`src/rtl/ps2_pkg.sv`:
```
// ps2_pkg: shared PS/2 protocol constants and decoder state encoding
package ps2_pkg;
  localparam logic [7:0] PS2_EXT     = 8'hE0;
  localparam logic [7:0] PS2_BRK     = 8'hF0;
  localparam logic [7:0] ASCII_ENTER = 8'h0D;
  localparam logic [7:0] ASCII_SPACE = 8'h20;
  typedef enum logic [1:0] {IDLE, EXT, BRK, EXT_BRK} dec_state_e;
endpackage

```
`src/rtl/ps2_scan2ascii.sv`:
```
// ps2_scan2ascii: set-2 make code to uppercase ASCII lookup with hit flag
module ps2_scan2ascii
  import ps2_pkg::*;
(
  input  logic [7:0] code_i,
  output logic [7:0] ascii_o,
  output logic       hit_o
);
  // table lookup; anything not listed is a miss
  always_comb begin
    ascii_o = 8'h00;
    hit_o   = 1'b1;
    case (code_i)
      8'h1C: ascii_o = "A";
      8'h32: ascii_o = "B";
      8'h21: ascii_o = "C";
      8'h23: ascii_o = "D";
      8'h24: ascii_o = "E";
      8'h2B: ascii_o = "F";
      8'h34: ascii_o = "G";
      8'h33: ascii_o = "H";
      8'h43: ascii_o = "I";
      8'h3B: ascii_o = "J";
      8'h42: ascii_o = "K";
      8'h4B: ascii_o = "L";
      8'h3A: ascii_o = "M";
      8'h31: ascii_o = "N";
      8'h44: ascii_o = "O";
      8'h4D: ascii_o = "P";
      8'h15: ascii_o = "Q";
      8'h2D: ascii_o = "R";
      8'h1B: ascii_o = "S";
      8'h2C: ascii_o = "T";
      8'h3C: ascii_o = "U";
      8'h2A: ascii_o = "V";
      8'h1D: ascii_o = "W";
      8'h22: ascii_o = "X";
      8'h35: ascii_o = "Y";
      8'h1A: ascii_o = "Z";
      8'h45: ascii_o = "0";
      8'h16: ascii_o = "1";
      8'h1E: ascii_o = "2";
      8'h26: ascii_o = "3";
      8'h25: ascii_o = "4";
      8'h2E: ascii_o = "5";
      8'h36: ascii_o = "6";
      8'h3D: ascii_o = "7";
      8'h3E: ascii_o = "8";
      8'h46: ascii_o = "9";
      8'h29: ascii_o = ASCII_SPACE;
      8'h5A: ascii_o = ASCII_ENTER;
      default: hit_o = 1'b0;
    endcase
  end
endmodule

```
`src/rtl/ps2_key_decoder.sv`:
```
// ps2_key_decoder: PS/2 frame receiver, make/break decoder and ASCII key FIFO
module ps2_key_decoder
  import ps2_pkg::*;
#(
  parameter int TIMEOUT_CYCLES = 50000,
  parameter int FIFO_DEPTH     = 8
) (
  input  logic       clk,
  input  logic       clrn,
  input  logic       ps2_clk,
  input  logic       ps2_data,
  output logic [7:0] key_ascii,
  output logic       key_valid,
  input  logic       key_ready,
  output logic       key_down,
  output logic [7:0] scan_code,
  output logic       overflow,
  output logic       frame_err
);
  localparam int AW = $clog2(FIFO_DEPTH);
  localparam int TW = $clog2(TIMEOUT_CYCLES + 1);
  logic [2:0] pclk_q, pdat_q;
  logic [3:0] cnt_q, cnt_d;
  logic [9:0] sh_q, sh_d;
  logic [TW-1:0] tmo_q, tmo_d;
  logic [7:0] scan_q, held_q, held_d, ascii;
  logic rx_ok_q, ferr_q, down_q, down_d, ovf_q, hit, push, pop, full, wr_en;
  logic fall, last, frame_ok, tmo_hit, bit_in;
  dec_state_e state_q, state_d;
  logic [7:0] mem [FIFO_DEPTH];
  logic [AW:0] wr_q, rd_q;
  // idle-high synchronisers; the oldest clock stage is the edge-detect history
  always_ff @(posedge clk) begin
    if (!clrn) begin
      pclk_q <= 3'b111;
      pdat_q <= 3'b111;
    end else begin
      pclk_q <= {pclk_q[1:0], ps2_clk};
      pdat_q <= {pdat_q[1:0], ps2_data};
    end
  end
  assign fall     = pclk_q[2] & ~pclk_q[1];
  assign bit_in   = pdat_q[2];
  assign last     = fall & (cnt_q == 4'd10);
  assign frame_ok = ~sh_q[0] & (^sh_q[9:1]) & bit_in;
  assign tmo_hit  = (cnt_q != 4'd0) & (tmo_q == TW'(TIMEOUT_CYCLES - 1));
  // bit counter, shift register and inactivity timer
  always_comb begin
    cnt_d = fall ? (last ? 4'd0 : cnt_q + 4'd1) : (tmo_hit ? 4'd0 : cnt_q);
    sh_d  = fall ? {bit_in, sh_q[9:1]} : sh_q;
    tmo_d = (fall | tmo_hit | cnt_q == 4'd0) ? '0 : tmo_q + TW'(1);
  end
  // receiver state plus registered frame verdict and accepted byte
  always_ff @(posedge clk) begin
    if (!clrn) begin
      cnt_q   <= '0;
      sh_q    <= '0;
      tmo_q   <= '0;
      rx_ok_q <= 1'b0;
      ferr_q  <= 1'b0;
      scan_q  <= '0;
    end else begin
      cnt_q   <= cnt_d;
      sh_q    <= sh_d;
      tmo_q   <= tmo_d;
      rx_ok_q <= last & frame_ok;
      ferr_q  <= last & ~frame_ok;
      scan_q  <= (last & frame_ok) ? sh_q[8:1] : scan_q;
    end
  end
  ps2_scan2ascii u_map (.code_i(scan_q), .ascii_o(ascii), .hit_o(hit));
  // decoder state register with held-key tracking
  always_ff @(posedge clk) begin
    if (!clrn) begin
      state_q <= IDLE;
      held_q  <= '0;
      down_q  <= 1'b0;
    end else begin
      state_q <= state_d;
      held_q  <= held_d;
      down_q  <= down_d;
    end
  end
  // prefix bytes steer the state; every other byte ends the sequence
  always_comb begin
    state_d = !rx_ok_q ? state_q :
              state_q == IDLE ? (scan_q == PS2_EXT ? EXT : scan_q == PS2_BRK ? BRK : IDLE) :
              (state_q == EXT && scan_q == PS2_BRK) ? EXT_BRK : IDLE;
  end
  // plain make codes push unless repeating the held key; breaks release it
  always_comb begin
    push   = rx_ok_q & (state_q == IDLE) & (scan_q != PS2_EXT) & (scan_q != PS2_BRK) &
             hit & (~down_q | scan_q != held_q);
    held_d = push ? scan_q : held_q;
    down_d = push ? 1'b1 :
             (rx_ok_q & state_q == BRK & down_q & scan_q == held_q) ? 1'b0 : down_q;
  end
  assign key_valid = wr_q != rd_q;
  assign full      = (wr_q[AW] != rd_q[AW]) & (wr_q[AW-1:0] == rd_q[AW-1:0]);
  assign pop       = key_valid & key_ready;
  assign wr_en     = push & (~full | pop);
  // FIFO pointers and sticky overflow
  always_ff @(posedge clk) begin
    if (!clrn) begin
      wr_q  <= '0;
      rd_q  <= '0;
      ovf_q <= 1'b0;
    end else begin
      wr_q  <= wr_en ? wr_q + 1'b1 : wr_q;
      rd_q  <= pop ? rd_q + 1'b1 : rd_q;
      ovf_q <= ovf_q | (push & full & ~pop);
    end
  end
  // FIFO storage
  always_ff @(posedge clk) begin
    if (clrn && wr_en) mem[wr_q[AW-1:0]] <= ascii;
  end
  assign key_ascii = key_valid ? mem[rd_q[AW-1:0]] : 8'h00;
  assign key_down  = down_q;
  assign scan_code = scan_q;
  assign overflow  = ovf_q;
  assign frame_err = ferr_q;
endmodule

```
`config.mk`:
```
export PLATFORM = sky130hd
export DESIGN_NAME = ps2_key_decoder
export DESIGN_NICKNAME = d
export VERILOG_FILES = /design/src/rtl/ps2_pkg.sv /design/src/rtl/ps2_scan2ascii.sv /design/src/rtl/ps2_key_decoder.sv
export SDC_FILE = /design/constraint.sdc
export NUM_CORES = 1
export LEC_CHECK = 0
export ABC_AREA = 1
export CAP_MARGIN = 20
export CORE_ASPECT_RATIO = 0.75
export CORE_UTILIZATION = 34
export DETAILED_ROUTE_END_ITERATION = 10
export HOLD_SLACK_MARGIN = 0.03
export PLACE_DENSITY = 0.59
export SLEW_MARGIN = 30
export SYNTH_ARGS = -nofsm -noshare
export SYNTH_HDL_FRONTEND = slang
export SYNTH_HIERARCHICAL = 1
export SYNTH_SLANG_ARGS = --single-unit
```
`constraint.sdc`:
```
create_clock -name clk -period 3.1 [get_ports clk]
set_clock_uncertainty 0.05 [all_clocks]
set_input_delay 0.775 -clock clk [delete_from_list [all_inputs] [get_ports clk]]
set_output_delay 0.775 -clock clk [all_outputs]
set_load 0.05 [all_outputs]
```
# Word-level counts from Yosys, hierarchy flattened
# Memories as Yosys holds them, arrays and structs flattened. A register that Yosys moved wholly into a read port is not among the register bits.
# Index checks and enable logic that the tools add are counted.
[word_totals]
output_inout_bits = 20
elab_cells = 128
n_memories = 1
ram_bits = 56
input_bits = 5
register_bits = 66
[op_classes]
n_mux = 16
addsub = 4
reduce_logical = 10
eq_ne = 51
bitwise_logic = 32
[mem_list]
columns = ["memory", "depth", "width", "rd", "rd_clocked_by_memory_dff", "write_ports", "line_no", "source"]
rows = [
  ["mem", 8, 7, 1, 1, 1, "ps2_key_decoder.sv:30", "logic [7:0] mem [FIFO_DEPTH];"],
]
[ops]
columns = ["cell", "n"]
rows = [
  ["$pmux W7 S38", 1],
  ["$eq A8 B6 Y1 const B", 23],
  ["$eq A8 B7 Y1 const B", 8],
  ["$eq A8 B5 Y1 const B", 7],
  ["$reduce_or A38 Y1", 1],
  ["$and A1 B1 Y1", 20],
  ["$add A16 B1 Y16 const B", 1],
  ["$eq A16 B16 Y1 const B", 1],
  ["$eq A8 B8 Y1 const B", 2],
  ["$ne A8 B8 Y1 const B", 2],
  ["$add A4 B1 Y4 const B", 3],
  ["$mux W4", 3],
  ["$reduce_xor A9 Y1", 1],
  ["$eq A8 B8 Y1", 1],
  ["$mux W2", 4],
  ["$mux W8", 1],
  ["$ne A8 B8 Y1", 1],
  ["$not A1 Y1", 7],
  ["$mux W3", 2],
  ["$mux W1", 5],
  ["$or A1 B1 Y1", 5],
  ["$eq A4 B4 Y1 const B", 1],
  ["$logic_not A4 Y1", 1],
  ["$ne A4 B4 Y1", 1],
  ["other kinds (9)", 11],
]

# Logic depth before layout (Yosys ltp)
[depth]
word_depth = 10
depth_mapped = 16

# Cells and area by module
# The synthesis kept the hierarchy.
[by_module_without_submodules]
columns = ["mod", "n_inst", "seq_area_each_um2", "area_per_inst_um2", "cells_per_inst"]
rows = [
  ["ps2_key_decoder", 1, 3303.2, 5739.3, 613],
  ["ps2_scan2ascii", 1, 0.0, 706.9, 154],
]

# Worst setup path after synthesis
# No wires, ideal clock.
[synth_timing]
path_kind = "flip-flop to flip-flop"
from = "reg scan_q[6], in the netlist scan_code[6]"
to = "mem mem[7][0] (netlist name) (enable)"
synth_period_minus_slack_ps = 3011
path_stages_with_launch = 13
t_arrival_ps = 2578
setup_time_ps = 383
slack_ps = 89
cell_sequence = "dfxtp_1 > nand2_1 > nor2_2 > nand2_1 > nand2_1 > nor2_1 > nand3_1 > nor2_1 > nand2_1 > nand2_1 > nor2_4 > nand4_1 > nor3_1"
[synth_between]
elab_chain_cells = 9
word_cells_on_any_way = 52
[synth_lines]
columns = ["item", "line_no", "source"]
rows = [
  ["from (decl)", "ps2_key_decoder.sv:26", "logic [7:0] scan_q, held_q, held_d, ascii;"],
  ["from (signal assigned)", "ps2_key_decoder.sv:68", "scan_q <= (last & frame_ok) ? sh_q[8:1] : scan_q;"],
  ["$eq A8 B5 Y1, or another cell as far along", "ps2_scan2ascii.sv:13", "case (code_i)"],
  ["$reduce_or A38 Y1 (no source line) *", "--", ""],
  ["$mux W1 *", "ps2_scan2ascii.sv:13", ""],
  ["via hit", "ps2_key_decoder.sv:27", "logic rx_ok_q, ferr_q, down_q, down_d, ovf_q, hit, push, pop, full, wr_en;"],
  ["$and A1 B1 Y1 *", "ps2_key_decoder.sv:92", "push = rx_ok_q & (state_q == IDLE) & (scan_q != PS2_EXT) & (scan_q != PS2_BRK) &"],
  ["$and A1 B1 Y1 *", "ps2_key_decoder.sv:93", "hit & (~down_q | scan_q != held_q);"],
  ["$and A1 B1 Y1 *", "ps2_key_decoder.sv:101", "assign wr_en = push & (~full | pop);"],
  ["$logic_and A1 B1 Y1 *", "ps2_key_decoder.sv:116", "if (clrn && wr_en) mem[wr_q[AW-1:0]] <= ascii;"],
  ["$mux W1 *", "ps2_key_decoder.sv:116", ""],
  ["$mux W1 (not written as such) *", "ps2_key_decoder.sv:116", ""],
  ["to (decl)", "ps2_key_decoder.sv:30", ""],
]
# The timed path passes the listed nets; every way through them passes the cells marked *.

==> results.cfg <==
[run_status]
status = finished, final reports clean

[sta]
rsz0062_at_grt = no
max_freq_mhz = 338
setup_ws_ns = 0.142
fin_crit_sh_pct = 95.4
tightest_slew_ns = 0.526
finalSetupViolations = 0
fin_crit_ns = 2.96
fin_setup_tns_ns = 0
maxSlewViolCount = 0
hold_viol_final = 0
maxSlewHeadroom_pct = 64.9

[cts]
root_buffer = clkbuf_16
cts_buffers = 17
clock-sinks = 133
post-cts-setup-buffers = 0
tritoncts = done
clockBufferDepth = 2
postCtsResizedCells = 0
ctsHoldBuffers = 0
htreeDepth = 4
clock_latency_ns = 0.42
cts.clk_slew.worst_paths_ns = 0.06

[worst_setup_path]
slowest_delay_ns = 0.38
arrival_ns = 2.13
cpMostUsedCell = o21ai_0
worstReg2RegEnd = mem[2][4]$_DFFE_PP_
reg2reg_depth = 15
setup.worst_path.end_class = primary output
worstPathCellList = clkinvlp_4 > o21ai_0 > o22ai_1 > o21ai_0 > a31oi_1 > buf_4
critPathSlowestCell = dfxtp_1
crit_required_ns = 2.27
setup.worst_path.start_class = flop
r2r_slack_ns = 0.30
critPathKind = flop to primary output
critical_path_peak_fanout = 23
rr_startpoint = scan_code[5]$_SDFFE_PN0P_

[synthesis]
syn_inst = 767
synth_cell_type_count = 42
synth_top_area_cell = edfxtp_1
syn_nets = 778
synth_commonest_cells = 141 x nand2_1, 137 x nor2_1, 69 x dfxtp_1, 69 x o21ai_0
ys_ff_latch = 133
synth_top_area_share_pct = 29.8
ys_warn_count = 6
synth_area_per_cell_um2 = 8.40
netlist_area_um2 = 6450
synthTopCellsByArea = edfxtp_1 30%, dfxtp_1 21%, nand2_1 8.2%
synth_ff_type = dfxtp_1
synth.most_common_cell = nand2_1
synth-edff-count = 64
async_reset_ff_share_pct = 0
ys_seq_area_share_pct = 51.2

[floorplanning]
die_x_um = 161
start_util_pct = 34.8
ios = 25
fp.coreArea_um2 = 18500
die_height_um = 121
num_rows = 43
die_area_um2 = 19500

[power_and_ir_drop]
powerDensity_nw_per_um2 = 540
switching_share_pct = 25.3
power_w = 0.00409
p_int_w = 0.00306
power_frac_seq_pct = 45.4
ir_worst_vdd_v = 0.000415
p_sw_w = 0.00103
power_frac_comb_pct = 7.6
p_clk_share_pct = 47.0
p_leak_nw = 3.07

[worst_hold_path]
hold_depth = 1
min_to = pdat_q[1]$_SDFF_PN1_
hp-class = flop to flop
min_from = pdat_q[0]$_SDFF_PN1_

[cells_and_area]
drive_gt1_share_pct = 14.9
fillers = 1876
antennaDiodeCount = 0
area_growth_pct = 17.4
fin_area_um2 = 7570
nets = 816

[route]
ant_nets = 0
routed_wl_um = 14900
first_iter_violations = 396
drt-vias-per-instance = 4.82
avgRoutedWirePerCell_um = 14.0
dr_total_vias = 5135
drc = 0
drt-pass1-iter-count = 5

[placed_design]
hpwlAfterDp_um = 10300
pre_cts_ws_ns = 0.219
place.gp.congestion = 0.901
io_buffer_count = 24
placed_cell_area_um2 = 6990

[global_routing]
grt_pass1_wl_um = 24600
antenna_found_initial = 0
grt-ovfl-total = 0
grt_start_max_net_pins = 37
track_usage_pct = 16.2
grt_pass1_vias = 4689

[run]
max-cap-violations = 0
-- final cells by class --
| type | instances | area [um2] | area share [%] |
|---|---|---|---|
| Multi-Input combinational cell | 540 | 2770 | 36.7 |
| Tap cell | 247 | 309 | 4.08 |
| Timing Repair Buffer | 41 | 348 | 4.60 |
| Clock buffer | 19 | 433 | 5.72 |
| Inverter | 72 | 277 | 3.65 |
| Sequential cell | 133 | 3300 | 43.7 |
| Clock inverter | 13 | 124 | 1.64 |
-- per-stage QoR --
step	utilization, %	hold slack [ns]	instances
5_1_grt	40.9	0.373	1065
3_5_place_dp	37.8	0.349	1033
4_1_cts	40.8	0.364	1065
3_3_place_gp	37.8	0.345	1033
2_1_floorplan	-	0.342	767
6_report	40.9	0.363	1065
-- power groups by stage --
stage / sequential, W / clock, W / combinational (W)
6_report: 0.00186 / 0.00192 / 0.000310
5_1_grt: 0.00186 / 0.00204 / 0.000345
4_1_cts: 0.00186 / 0.00195 / 0.000309
3_5_place_dp: 0.00189 / 0 / 0.000308
3_3_place_gp: 0.00189 / 0 / 0.000306
2_1_floorplan: 0.00189 / 0 / 0.000220
-- cell usage in the layout (no fill, tap or decap), types with 4 or more instances in the layout --
cell,count
nand2_1,141
nor2_1,137
o21ai_0,69
dfxtp_1,69
edfxtp_1,64
inv_1,63
nand4_1,26
nand3_1,26
buf_4,25
a21oi_1,23
clkbuf_16,17
clkdlybuf4s50_1,16
xor2_1,15
nor2_2,14
nand2_2,13
o22ai_1,8
a31oi_1,8
nor2_4,7
inv_2,7
or2_2,6
xnor2_1,6
ha_1,6
nor3_1,5
nand3_2,4
inv_6,4
-- worst max-delay path: cells and delay by family, from the launching register on --
family	cells	cell delay [ns]
AOI/OAI and AO/OA	4	0.77
buffers and inverters	2	0.56
DFF	1	0.38
-- state kept, by name, indices dropped and copies added (netlist names), 2 cells and up, named ones only --
| register | flops |
|---|---|
| wr_q | 4 |
| rd_q | 4 |
| mem | 64 |
| cnt_q | 4 |
| pclk_q | 3 |
| sh_q | 10 |
| scan_code | 8 |
| held_q | 8 |
| tmo_q | 16 |
| pdat_q | 3 |
| state_q | 2 |
-- cell families after synthesis --
kind of cell               share of synthesized area, %
adders and majority gates                          1.16
xor gates and xnor gates                           2.85
AOI/OAI and AO/OA                                  9.30
buffers and inverters                              5.96
DFF                                                51.2
other                                            0.0582
and+or+nand+nor                                    29.4
-- worst max path at each step --
stage                              start                   to  slack (ns)  cells after the start
3_3_place_gp   scan_code[4]$_SDFFE_PN0P_  mem[0][0]$_DFFE_PP_        0.20                     15
6_report                            flop         key_ascii[0]        0.14                      6
3_5_place_dp   scan_code[5]$_SDFFE_PN0P_  mem[0][4]$_DFFE_PP_        0.22                     15
2_1_floorplan  scan_code[6]$_SDFFE_PN0P_  mem[7][0]$_DFFE_PP_        0.09                     12
5_1_grt                             flop         key_ascii[6]       0.009                      6
4_1_cts                             flop         key_ascii[4]        0.10                      6
-- metal layers --
metal	track usage [%]	up-vias	part of all wire (%)
met3	4.10	16	6.0
met4	5.84	0	1.3
met2	21.6	145	39
li1	-	2622	-
met5	0	-	0
met1	24.7	2352	53
Note: power is estimated with default switching activity, not from simulation.
